## src/rtl/alu_operand_sequencer_if.sv

```systemverilog
// Signal bundle between the operand sequencer, its switch/button panel and the downstream ALU.
// The master modport is the sequencer's view; the slave modport is the panel/ALU side.
interface alu_operand_sequencer_if #(
    parameter int N = 4
);
    logic [N-1:0] sw;
    logic [3:0]   op_sw;
    logic         btn;
    logic [N-1:0] y_in;
    logic         neg_in;
    logic         zero_in;
    logic         carry_in;
    logic [N-1:0] a_out;
    logic [N-1:0] b_out;
    logic [3:0]   op_out;
    logic [N-1:0] result;
    logic [2:0]   flags;
    logic         valid;
    logic [2:0]   state;
    logic [7:0]   op_count;

    modport master (
        input  sw, op_sw, btn, y_in, neg_in, zero_in, carry_in,
        output a_out, b_out, op_out, result, flags, valid, state, op_count
    );

    modport slave (
        output sw, op_sw, btn, y_in, neg_in, zero_in, carry_in,
        input  a_out, b_out, op_out, result, flags, valid, state, op_count
    );
endinterface

```

## src/rtl/alu_operand_sequencer.sv

```systemverilog
// Button-stepped sequencer that loads A, B and the opcode for an external ALU,
// then captures the ALU result and flags for display.
module alu_operand_sequencer #(
    parameter int N = 4
) (
    input  logic                   clk,
    input  logic                   rst,
    alu_operand_sequencer_if.master bus
);
    typedef enum logic [2:0] {
        S_A    = 3'd0,
        S_B    = 3'd1,
        S_OP   = 3'd2,
        S_EXEC = 3'd3,
        S_SHOW = 3'd4
    } state_t;

    state_t       state_q, state_d;
    logic [N-1:0] a_q, a_d, b_q, b_d, result_q, result_d;
    logic [3:0]   op_q, op_d;
    logic [2:0]   flags_q, flags_d;
    logic         valid_q, valid_d;
    logic [7:0]   count_q, count_d;

    logic         sync1_q, sync1_d, sync2_q, sync2_d, edge_q, edge_d;
    logic [1:0]   fill_q, fill_d;
    logic         armed_q, armed_d;
    logic         step;

    // fill_q marks when sync2_q holds a genuinely sampled button level after reset;
    // until the button has been seen low, a level held through reset cannot step.
    always_comb begin
        sync1_d = bus.btn;
        sync2_d = sync1_q;
        edge_d  = sync2_q;
        fill_d  = {fill_q[0], 1'b1};
        armed_d = armed_q | (fill_q[1] & ~sync2_q);
    end

    assign step = sync2_q & ~edge_q & armed_q;

    always_comb begin
        state_d  = state_q;
        a_d      = a_q;
        b_d      = b_q;
        op_d     = op_q;
        result_d = result_q;
        flags_d  = flags_q;
        valid_d  = valid_q;
        count_d  = count_q;
        case (state_q)
            S_A: begin
                if (step) begin
                    a_d     = bus.sw;
                    state_d = S_B;
                end
            end
            S_B: begin
                if (step) begin
                    b_d     = bus.sw;
                    state_d = S_OP;
                end
            end
            S_OP: begin
                if (step) begin
                    op_d    = bus.op_sw;
                    state_d = S_EXEC;
                end
            end
            S_EXEC: begin
                result_d = bus.y_in;
                flags_d  = {bus.neg_in, bus.zero_in, bus.carry_in};
                valid_d  = 1'b1;
                count_d  = count_q + 8'd1;
                state_d  = S_SHOW;
            end
            S_SHOW: begin
                if (step) begin
                    valid_d = 1'b0;
                    state_d = S_A;
                end
            end
            default: state_d = S_A;
        endcase
    end

    always_ff @(posedge clk or posedge rst) begin
        if (rst) begin
            sync1_q  <= 1'b0;
            sync2_q  <= 1'b0;
            edge_q   <= 1'b0;
            fill_q   <= 2'b00;
            armed_q  <= 1'b0;
            state_q  <= S_A;
            a_q      <= '0;
            b_q      <= '0;
            op_q     <= '0;
            result_q <= '0;
            flags_q  <= '0;
            valid_q  <= 1'b0;
            count_q  <= '0;
        end else begin
            sync1_q  <= sync1_d;
            sync2_q  <= sync2_d;
            edge_q   <= edge_d;
            fill_q   <= fill_d;
            armed_q  <= armed_d;
            state_q  <= state_d;
            a_q      <= a_d;
            b_q      <= b_d;
            op_q     <= op_d;
            result_q <= result_d;
            flags_q  <= flags_d;
            valid_q  <= valid_d;
            count_q  <= count_d;
        end
    end

    assign bus.a_out    = a_q;
    assign bus.b_out    = b_q;
    assign bus.op_out   = op_q;
    assign bus.result   = result_q;
    assign bus.flags    = flags_q;
    assign bus.valid    = valid_q;
    assign bus.state    = state_q;
    assign bus.op_count = count_q;
endmodule

```

## src/flat_wrapper.sv

```systemverilog
// flat-port wrapper written by rule: the top's interface ports become plain ports
module alu_operand_sequencer_flat 
#(
    parameter int N = 4
)
  (clk, rst, bus_sw, bus_op_sw, bus_btn, bus_y_in, bus_neg_in, bus_zero_in, bus_carry_in, bus_a_out, bus_b_out, bus_op_out, bus_result, bus_flags, bus_valid, bus_state, bus_op_count);
  alu_operand_sequencer_if #(.N(N)) bus_i ();
  input  logic clk;
  input  logic rst;
  input wire logic [$bits(bus_i.sw)-1:0] bus_sw;
  input wire logic [$bits(bus_i.op_sw)-1:0] bus_op_sw;
  input wire logic [$bits(bus_i.btn)-1:0] bus_btn;
  input wire logic [$bits(bus_i.y_in)-1:0] bus_y_in;
  input wire logic [$bits(bus_i.neg_in)-1:0] bus_neg_in;
  input wire logic [$bits(bus_i.zero_in)-1:0] bus_zero_in;
  input wire logic [$bits(bus_i.carry_in)-1:0] bus_carry_in;
  output wire logic [$bits(bus_i.a_out)-1:0] bus_a_out;
  output wire logic [$bits(bus_i.b_out)-1:0] bus_b_out;
  output wire logic [$bits(bus_i.op_out)-1:0] bus_op_out;
  output wire logic [$bits(bus_i.result)-1:0] bus_result;
  output wire logic [$bits(bus_i.flags)-1:0] bus_flags;
  output wire logic [$bits(bus_i.valid)-1:0] bus_valid;
  output wire logic [$bits(bus_i.state)-1:0] bus_state;
  output wire logic [$bits(bus_i.op_count)-1:0] bus_op_count;
  assign bus_i.sw = bus_sw;
  assign bus_i.op_sw = bus_op_sw;
  assign bus_i.btn = bus_btn;
  assign bus_i.y_in = bus_y_in;
  assign bus_i.neg_in = bus_neg_in;
  assign bus_i.zero_in = bus_zero_in;
  assign bus_i.carry_in = bus_carry_in;
  assign bus_a_out = bus_i.a_out;
  assign bus_b_out = bus_i.b_out;
  assign bus_op_out = bus_i.op_out;
  assign bus_result = bus_i.result;
  assign bus_flags = bus_i.flags;
  assign bus_valid = bus_i.valid;
  assign bus_state = bus_i.state;
  assign bus_op_count = bus_i.op_count;
  alu_operand_sequencer #(.N(N)) u_core (.clk(clk), .rst(rst), .bus(bus_i));
endmodule
```

## config.mk

```make
export PLATFORM = sky130hd
export DESIGN_NAME = alu_operand_sequencer_flat
export DESIGN_NICKNAME = d
export VERILOG_FILES = /design/src/rtl/alu_operand_sequencer_if.sv /design/src/rtl/alu_operand_sequencer.sv /design/src/flat_wrapper.sv
export SDC_FILE = /design/constraint.sdc
export NUM_CORES = 1
export LEC_CHECK = 0
export BUFFER_PORTS_ARGS = -buffer_cell sky130_fd_sc_hd__buf_2
export CAP_MARGIN = 20
export CORE_MARGIN = 4
export CORE_UTILIZATION = 48
export DETAILED_ROUTE_END_ITERATION = 8
export PLACE_DENSITY = 0.86
export SYNTH_ARGS = -nofsm -noshare
export SYNTH_HDL_FRONTEND = slang
export SYNTH_SLANG_ARGS = --single-unit
```

## constraint.sdc

```tcl
create_clock -name clk -period 2.8 [get_ports clk]
set_input_delay 0.28 -clock clk [delete_from_list [all_inputs] [get_ports clk]]
set_output_delay 0.28 -clock clk [all_outputs]
set_load 0.05 [all_outputs]
```

==> results of run 1 <==
## cells in the final DEF (no fill, tap or decap), types with 2 or more instances in the layout
cell type  Yosys  final
xor2_1         2      2
nand2b_1       3      3
nor3_1         2      2
o21ai_0        2      2
clkbuf_4       0      5
nand3_1        3      3
xnor2_1        5      5
nand3b_1       2      2
nand4_1        3      3
dfrtp_1       37     37
nand2_1       27     27
mux2_4         4      4
inv_1          3      3
nor2_1         2      2
mux2_2         9      9
buf_2          1     48
## path summary, 6_finish.rpt
path / startpoint / to / cells after the start / slack [ps]
min in group clk: bus_btn / u_core.sync1_q$_DFF_PP0_ / 1 / 70
setup / recovery: u_core.bus.state[1]$_DFFE_PP0P_ / u_core.bus.op_count[3]$_DFFE_PP0P_ / 3 / 1330
setup reg to reg: u_core.bus.state[1]$_DFFE_PP0P_ / u_core.bus.op_count[3]$_DFFE_PP0P_ / 3 / 1330
hold reg to reg: u_core.sync1_q$_DFF_PP0_ / u_core.edge_d$_DFF_PP0_ / 0 / 350
max in group asynchronous: rst / u_core.bus.op_count[6]$_DFFE_PP0P_ / 3 / 2450
hold / removal: rst / u_core.bus.valid$_DFFE_PP0P_ / 3 / 40
## sequential cells by signal (all words and copies together) (netlist names)
name and cells:
u_core.bus.op_out 4, u_core.sync1_q 1, u_core.bus.valid 1, u_core.bus.flags 3
u_core.edge_q 1, u_core.edge_d 1, u_core.armed_q 1, u_core.bus.result 4
u_core.bus.a_out 4, u_core.bus.state 3, u_core.bus.b_out 4, u_core.fill_q 2
u_core.bus.op_count 8
## synth_stat cells, types with 2 or more instances
cell      count  share of area, %
nor3_1        2              0.68
inv_1         3              0.77
mux2_4        4               4.1
o21ai_0       2              0.68
nand3_1       3               1.0
xor2_1        2               1.2
xnor2_1       5               3.0
nand3b_1      2               1.0
mux2_2        9               6.9
nor2_1        2              0.51
nand2b_1      3               1.3
dfrtp_1      37                63
nand4_1       3               1.3
nand2_1      27               6.9
## worst max-delay path: cells and delay by family, from the launching register on
kind,cells,cell delay [ps]
DFF,1,510
and+or+nand+nor,2,690
xor gates and xnor gates,1,160
## logic make-up (layout without fill, tap and decap cells)
| logic type | count (synthesis) | after routing | share of synthesized area, % |
|---|---|---|---|
| AO/OA/AOI/OAI | 4 | 4 | 1.54 |
| XOR/XNOR | 7 | 7 | 4.18 |
| adder cells (fa/ha/maj) | 1 | 1 | 0.853 |
| buffers and inverters | 5 | 58 | 1.62 |
| flip-flops | 37 | 37 | 63.1 |
| multiplexers | 13 | 13 | 11.0 |
| other | 1 | 1 | 0.256 |
| AND/OR/NAND/NOR | 48 | 48 | 17.4 |
## layout make-up
cell class	instances	area (sq um)	area share, %
clock inverters	1	5.00	0.281
inverters	3	11.3	0.632
repair buffers	49	248	13.9
multi-input cells	74	517	29.0
clock buffers	5	37.5	2.11
flip-flops and latches	37	926	51.9
well taps	31	38.8	2.18
## report_power, final
part	leakage (nW)	internal [mW]	switching (mW)
combinational	0.480	0.320	0.882
sequential	0.448	0.720	0.145
clock	0.0269	0.0870	0.143
total	0.955	1.13	1.17
## routing by layer
layer | wire, um | GRT usage [%]
met1 | 1110 | 18.1
met5 | 0 | 0
met4 | 32 | 6.20
met3 | 146 | 4.44
met2 | 1430 | 26.2
## stage by stage
step / worst slack (ps) / instances / power [mW] / hold WS [ps]
2_1_floorplan: 1220 / 116 / 1.80 / 311
3_3_place_gp: 1420 / 194 / 2.05 / 332
3_5_place_dp: 1350 / 194 / 2.09 / 336
4_1_cts: 1320 / 200 / 2.32 / 42.7
5_1_grt: 1160 / 200 / 2.44 / 45.5
6_report: 1330 / 200 / 2.30 / 41.1
==> impl_results.md, run 1 <==
* Outcome: finished clean
* Syn nets at about 140
* Cell Area, Placed at ~1700 sq um
* Util after Layout at 63.0%
* Cell Area, Synth at between 1000 and 1500 sq um
* Routability congestion estimate at ~0.75
* Final setup fails at 0
* Unrepaired setup endpoints after global routing: false
* Yosys Warn Count at 0
* Root buf cell: clkbuf_4
* Detailed placement HPWL at 2090 um
* Largest net degree at the start of global routing at 38
* Post-CTS Hold Buffers at 0
* Worst setup SP type: flop
* Worst Path Arrival at 1670 ps
* Core area at 2830 sq um
* Die area at 4000 sq um
* DRT Pass-1 Iters at 4
* Clock insertion delay at the later pin of the skew report at between 300 and 400 ps
* Worst hold path class: in2async
* Crit path time final at around 1500 ps
* Clock Skews at 7.25 ps
* Global Route Usage Sum at approximately 15%
* Crit-path max FO at 13
* Maximum vdd drop at 0.000856 V
* DR iter-0 viols at 11
* #FFs+latches synth at 37
* Worst-path clk slew at 100 ps
* Clk sinks at 37
* DRC at 0
* Post-CTS Resized at 0
* Synth unique cells at 26
* Final nets at 189
* Pleak at ~0.96 nW
* CP max stage cell: dfrtp_1
* CP cell instances: and3b_1 > nand4_1 > xnor2_1
* Crit path kind: reg2reg
* Max cap viols at 0
* Vias in the first global route at slightly above 1000
* Setup bufs post-CTS at 0
* Antenna violation net count after detailed routing at 0
* Routed len/inst at 13.6 um
* Mapped Cells at 116
* Setup TNS at 0 ps
* Register area share after synthesis at 63.1%
* Post-synth EDFFs at 0
* CP Capture Type: flop
* Slowest stage delay, CP at between 500 and 600 ps
* Top FF cell, synth: dfrtp_1
* Die width at 63.3 um
* Count of pins over their slew limit at 0
* Period utilisation layout at ~53%
* Syn Area/Cell at roughly 13 sq um
* Congestion Overflow GR at 0
* CTS Buffer Depth at 2
* Initial Utilization at 51.8%
* Asr flop ratio synth at 100%
* Initial antenna violation count at 0
* Htree depth at 2
* Row count at 19
* I/O pins at 49
* P per Cell Area at 1290 nW/um^2
* Via count at just under 1000
* Proportion of layout cells with a drive suffix above 1 at 42.6%
* First-pass GRT wire length at a little under 5000 um
* Vias per cell at 4.94
* CTS Buf Count at 5
* ANT cells at 0
* Port Buffers at between 40 and 50
* Routed wire length at 2720 um
* Fin area at ~1800 sq um
* Fmax at 0.680 GHz
* Fin. Hold Viols at 0
* Fill cell count at 233
* P&R area growth vs syn at 21.6%
* Req. time, crit path at 3000 ps
* TritonCTS clock tree: done
* Die height at ~63 um
Power figures use the tool's default switching activity.
==> run 2: changes to the inputs <==
==> constraint.sdc (replaced) <==
create_clock -name clk -period 1.43 [get_ports clk]
set_input_delay 0.143 -clock clk [delete_from_list [all_inputs] [get_ports clk]]
set_output_delay 0.143 -clock clk [all_outputs]
set_load 0.05 [all_outputs]
==> run 2 against run 1 <==
Compared with the run above:
- first-iteration DRC count grew 120%
- sequential cell count stayed put
- maximum frequency is 6.9% higher
- sequential share of layout area shrank 3.2 points
- global-route usage increased by 2.0 points
- clock skew down 3.4 ps
- critical path depth unchanged
- clock-buffer cell count is 3 higher
- sequential power increased by 97%
- non-clock buffer count is 11 higher
- critical endpoint is now u_core.bus.op_out[3]$_DFFE_PP0P_
- largest power group unchanged
==> impl_results.md, run 2 (synthesis gave the netlist of run 1 again) <==
* Outcome: finished clean
* Fmax at 0.727 GHz
* Via count at 1072
* Most frequent cells in the layout: 48 x buf_2, 34 x dfrtp_1, 27 x nand2_1
* DR iter-0 viols at 24
* ANT cells at 0
* Fin area at ~1900 sq um
* Worst hold margin at 39.1 ps
* CTS Buf Count at 5
* Root buf cell: clkbuf_4
* Worst hold stages at 2
* Crit path kind: reg2reg
* Non-filler instance count after layout at ~210
* Routed len/inst at 14.4 um
* Htree depth at 2
* Power Internal at 2.32 mW
* Global Route Usage Sum at 17.3%
* Cell Area, Placed at between 1500 and 2000 sq um
* Fill cell count at a little over 200
* Final setup fails at 0
* Core area at 2830 sq um
* Clk sinks at 37
* Routability congestion estimate at 0.761
* Clock Skews at 3.83 ps
* Commonest non-fill, non-tap cell in the layout: buf_2
* Sw Share at 50.3%
* Worst hold path class: in2reg
* Clock insertion delay at the later pin of the skew report at 330 ps
* Psw at 2.35 mW
* Final nets at 200
* P&R area growth vs syn at 30.1%
* Initial antenna violation count at 0
* Die width at 63.3 um
* Worst Path Arrival at 1600 ps
* Placed cell count at 196
* Max reg flops at 8
* Row count at 19
* Detailed placement HPWL at roughly 2200 um
* Count of pins over their slew limit at 0
* Port Buffers at 48
* First-pass GRT wire length at 5290 um
* Crit-path max FO at 8
* CP Capture Type: flop
* Sequential Power Share at a little under two fifths
* Worst-path clk slew at 100 ps
* DRC at 0
* Routed wire length at 3070 um
* Cell depth of the worst flop-to-flop path at 3
* Pleak at 1.00 nW
* Vias in the first global route at around 1100
* Initial Utilization at between 50 and 60%
* P per Cell Area at 2450 nW/um^2
* Largest net degree at the start of global routing at 38
* Congestion Overflow GR at 0
* Fin. Hold Viols at 0
* Vias per cell at 5.03
* Req. time, crit path at about 1700 ps
* TritonCTS clock tree: done
* I/O pins at 49
* Util after Layout at 67.4%
* Worst setup SP type: flop
* Proportion of layout cells with a drive suffix above 1 at 42.3%
* Unrepaired setup endpoints after global routing: false
* Die area at 4000 sq um
* Crit path time final at 1370 ps
* Die height at 63.3 um
* CTS Buffer Depth at 2
* Comb pwr share at 51.4%
* Antenna violation net count after detailed routing at 0
* Period utilisation layout at a little over nine tenths
* DRT Pass-1 Iters at 3
* Max cap viols at 0
* Clock share of power at 11.9%
* Maximum vdd drop at approximately 0.0014 V
-- run 2: power by group through the flow --
stage | Sequential, mW | Combinational, mW | Clock (mW)
6_report | 1.71 | 2.40 | 0.553
5_1_grt | 1.77 | 2.52 | 0.620
4_1_cts | 1.70 | 2.41 | 0.575
3_5_place_dp | 1.72 | 2.39 | 0
3_3_place_gp | 1.69 | 2.34 | 0
2_1_floorplan | 2.95 | 0.582 | 0
-- run 2: per-stage QoR --
stage / total power [mW] / worst slack (ps) / TNS, ps
floorplan: 3.53 / -20.3 / -81.3
global placement: 4.03 / 119 / 0
detailed placement: 4.12 / 63.8 / 0
CTS: 4.69 / 42.1 / 0
global route: 4.92 / 5.59 / 0
finish: 4.67 / 55.2 / 0
-- run 2: area by class of cell --
class                           count  area, sq um  share of cell area, %
Multi-Input combinational cell     74          517                   27.1
Sequential cell                    37          930                   48.7
Tap cell                           31         38.8                   2.03
Timing Repair Buffer               60          353                   18.5
Inverter                            3         11.3                  0.590
Clock buffer                        8         58.8                   3.08
-- run 2: routing by layer --
layer | vias up | GRT usage (%) | part of all wire [%] | routed length [um]
met5 | - | 0 | 0 | 0
met4 | 0 | 8.09 | 1.9 | 57
met3 | 6 | 5.33 | 5.5 | 170
met2 | 26 | 31.6 | 55 | 1690
met1 | 525 | 17.9 | 38 | 1160
li1 | 515 | - | - | -
-- run 2: final timing paths --
path,startpoint,to,slack (ps)
worst max-delay path,u_core.bus.state[2]$_DFFE_PP0P_,u_core.bus.op_out[3]$_DFFE_PP0P_,60
worst min-delay path,bus_op_sw[0],u_core.bus.op_out[0]$_DFFE_PP0P_,40
worst max register to register,u_core.bus.state[2]$_DFFE_PP0P_,u_core.bus.op_out[3]$_DFFE_PP0P_,60
worst min register to register,u_core.sync1_q$_DFF_PP0_,u_core.edge_d$_DFF_PP0_,360
max in group asynchronous,rst,u_core.bus.state[0]$_DFFE_PP0P_,650
min in group asynchronous,rst,u_core.bus.flags[2]$_DFFE_PP0P_,440
-- run 2: critical path: stages (launching register included) --
cell      delay (ps)
dfrtp_2          460
and4bb_4         370
nand3b_4         120
mux2_4           320
-- run 2: what timing repair did --
item	CTS	global route
endpoints found under the setup margin	0	0
hold buffers	9	0
hold endpoints to repair	45	0
resized for setup	0	0
buffers inserted	0	0
==> run 3: changes to the inputs <==
--- a/config.mk
+++ b/config.mk
@@ -7,7 +7,6 @@
 export LEC_CHECK = 0
 export BUFFER_PORTS_ARGS = -buffer_cell sky130_fd_sc_hd__buf_2
 export CAP_MARGIN = 20
-export CORE_MARGIN = 4
 export CORE_UTILIZATION = 48
 export DETAILED_ROUTE_END_ITERATION = 8
 export PLACE_DENSITY = 0.86
==> constraint.sdc (replaced) <==
create_clock -name clk -period 1.3 [get_ports clk]
set_input_delay 0.13 -clock clk [delete_from_list [all_inputs] [get_ports clk]]
set_output_delay 0.13 -clock clk [all_outputs]
set_load 0.05 [all_outputs]
==> run 3 against run 2 <==
Compared with the run above:
- the flow now finishes with violations (design-rule violations, negative setup slack)
- non-clock buffer count rose by 5
- die area fell by 18%
- hold slack worse by 3.9 ps
- core utilization up 1.7 points
- via count up 4.1%
- clock power is 1% lower
- critical path type unchanged
- largest cell class unchanged
- largest power group unchanged
==> impl_results.md, run 3 (synthesis gave the netlist of run 1 again) <==
* Antenna violation net count after detailed routing at 0
* Largest net degree at the start of global routing at 38
* Fin. Hold Viols at 0
* First-pass GRT wire length at between 4000 and 5000 um
* Htree depth at 2
* Die area at 3280 sq um
* Commonest non-fill, non-tap cell in the layout: buf_2
* Unrepaired setup endpoints after global routing: true
* Global Route Usage Sum at 19.0%
* Worst-path clk slew at 100 ps
* Die height at 57.3 um
* Outcome: complete, but fails checks
* Congestion Overflow GR at 0
* Vias per cell at 5.12
* Crit path kind: reg2reg
* Post-Place Setup Slack at -16.8 ps
* Worst hold path class: in2reg
* PnR worst setup slack at -37.6 ps
* TritonCTS clock tree: done
* Vias in the first global route at 1093
* Period utilisation layout at 103%
* CTS Buf Count at 5
* Final nets at 205
* Detailed placement HPWL at 2110 um
* WP buf/inv at 0
* Clock insertion delay at the later pin of the skew report at 330 ps
* I/O pins at 49
* Req. time, crit path at between 1500 and 2000 ps
* Crit path launch: u_core.edge_q$_DFF_PP0_
* Port Buffers at 48
* Crit-path max FO at 4
* Proportion of layout cells with a drive suffix above 1 at between 40 and 50%
* Violated checks: design-rule violations, negative setup slack
* Final setup fails at 9
* Row count at 19
* Most frequent cells in the layout: 47 x buf_2, 31 x dfrtp_1, 27 x nand2_1
* Initial antenna violation count at 0
* DR iter-0 viols at 45
* Clk sinks at 37
* Count of pins over their slew limit at 0
* DRT Pass-1 Iters at 6
* P&R area growth vs syn at 33.4%
* Routed wire length at 2910 um
* Worst Path Arrival at 1550 ps
* Pleak at 1.03 nW
* Routability congestion estimate at 0.844
* Initial Utilization at between 50% and 60%
* Crit path time final at 1340 ps
* Fill cell count at 199
* CP Capture Type: flop
* Worst setup SP type: flop
* Core area at 2830 sq um
* Fmax at 0.748 GHz
* Routed len/inst at approximately 13 um
* DRC at 8
* Clock Skews at roughly 7.7 ps
* Max reg flops at 8
* FF-to-FF Start: u_core.edge_q$_DFF_PP0_
* Worst min-delay path startpoint: bus_op_sw[0]
* P per Cell Area at 2640 nW/um^2
* Max cap viols at 0
* Delay-heaviest family, CP: simple AND/OR/NAND/NOR gates
* Via count at 1116
* Die width at around 57 um
* Slowest stage delay, CP at 410 ps
* Root buf cell: clkbuf_4
* CTS Buffer Depth at 2
* ANT cells at 0
* CP max stage cell: dfrtp_1
* Maximum vdd drop at 0.00165 V
* CP cell instances: and4bb_4 > nand3b_4 > mux2_4
* Power, Total at 5.16 mW
==> run 3: where the power goes <==
group	total, mW	switching, mW	internal [mW]	leakage [nW]
Clock	0.547	0.341	0.206	0.0320
Combinational	2.75	1.95	0.801	0.553
Sequential	1.86	0.295	1.57	0.440
==> run 3: metrics by stage <==
| step | TNS [ps] | utilization (%) | hold WS, ps | cells | cell area (sq um) |
|---|---|---|---|---|---|
| floorplan | -1260 | - | 161 | 116 | 1470 |
| global placement | 0 | 63.4 | 238 | 200 | 1790 |
| detailed placement | -61.3 | 63.4 | 243 | 200 | 1790 |
| CTS | -94.4 | 68.6 | 22.5 | 218 | 1940 |
| global route | -414 | 69.1 | 23.1 | 218 | 1960 |
| finish | -157 | 69.1 | 35.2 | 218 | 1960 |
==> run 3: path summary, 6_finish.rpt <==
check	slack, ps	to	depth (start not counted)
max in group asynchronous	530	u_core.bus.state[2]$_DFFE_PP0P_	4
min in group asynchronous	440	u_core.edge_d$_DFF_PP0_	4
max	-40	u_core.bus.op_out[1]$_DFFE_PP0P_	3
min	40	u_core.bus.op_out[0]$_DFFE_PP0P_	2
min reg2reg	360	u_core.fill_q[1]$_DFF_PP0_	0
max reg2reg	-40	u_core.bus.op_out[1]$_DFFE_PP0P_	3
==> run 3: repair_timing <==
action                                  in CTS  in global routing
endpoints found under the hold margin       45                  0
buffers inserted                             1                  0
gates resized for setup                      0                  5
hold buffers                                 9                  0
endpoints found under the setup margin       6                 18
==> run 3: cell type report <==
cell class / instances / area [sq um] / area share, %
inverters: 3 / 11.3 / 0.576
multi-input cells: 74 / 528 / 27.0
flip-flops and latches: 37 / 933 / 47.7
well taps: 31 / 38.8 / 1.98
clock buffers: 6 / 41.3 / 2.11
repair buffers: 65 / 393 / 20.1
clock inverters: 2 / 10.0 / 0.512
==> run 3: worst register-to-register path, delay by kind of cell (launching register included) <==
family | cells | cell delay, ps
mux | 1 | 310
simple gates | 2 | 510
flops | 1 | 410
==> run 3: routing by layer <==
| layer | wire length (um) | GRT usage [%] | up-vias |
|---|---|---|---|
| met5 | 0 | 0 | - |
| li1 | - | - | 529 |
| met1 | 1130 | 21.5 | 536 |
| met4 | 105 | 11.1 | 0 |
| met3 | 126 | 4.31 | 13 |
| met2 | 1550 | 32.8 | 38 |
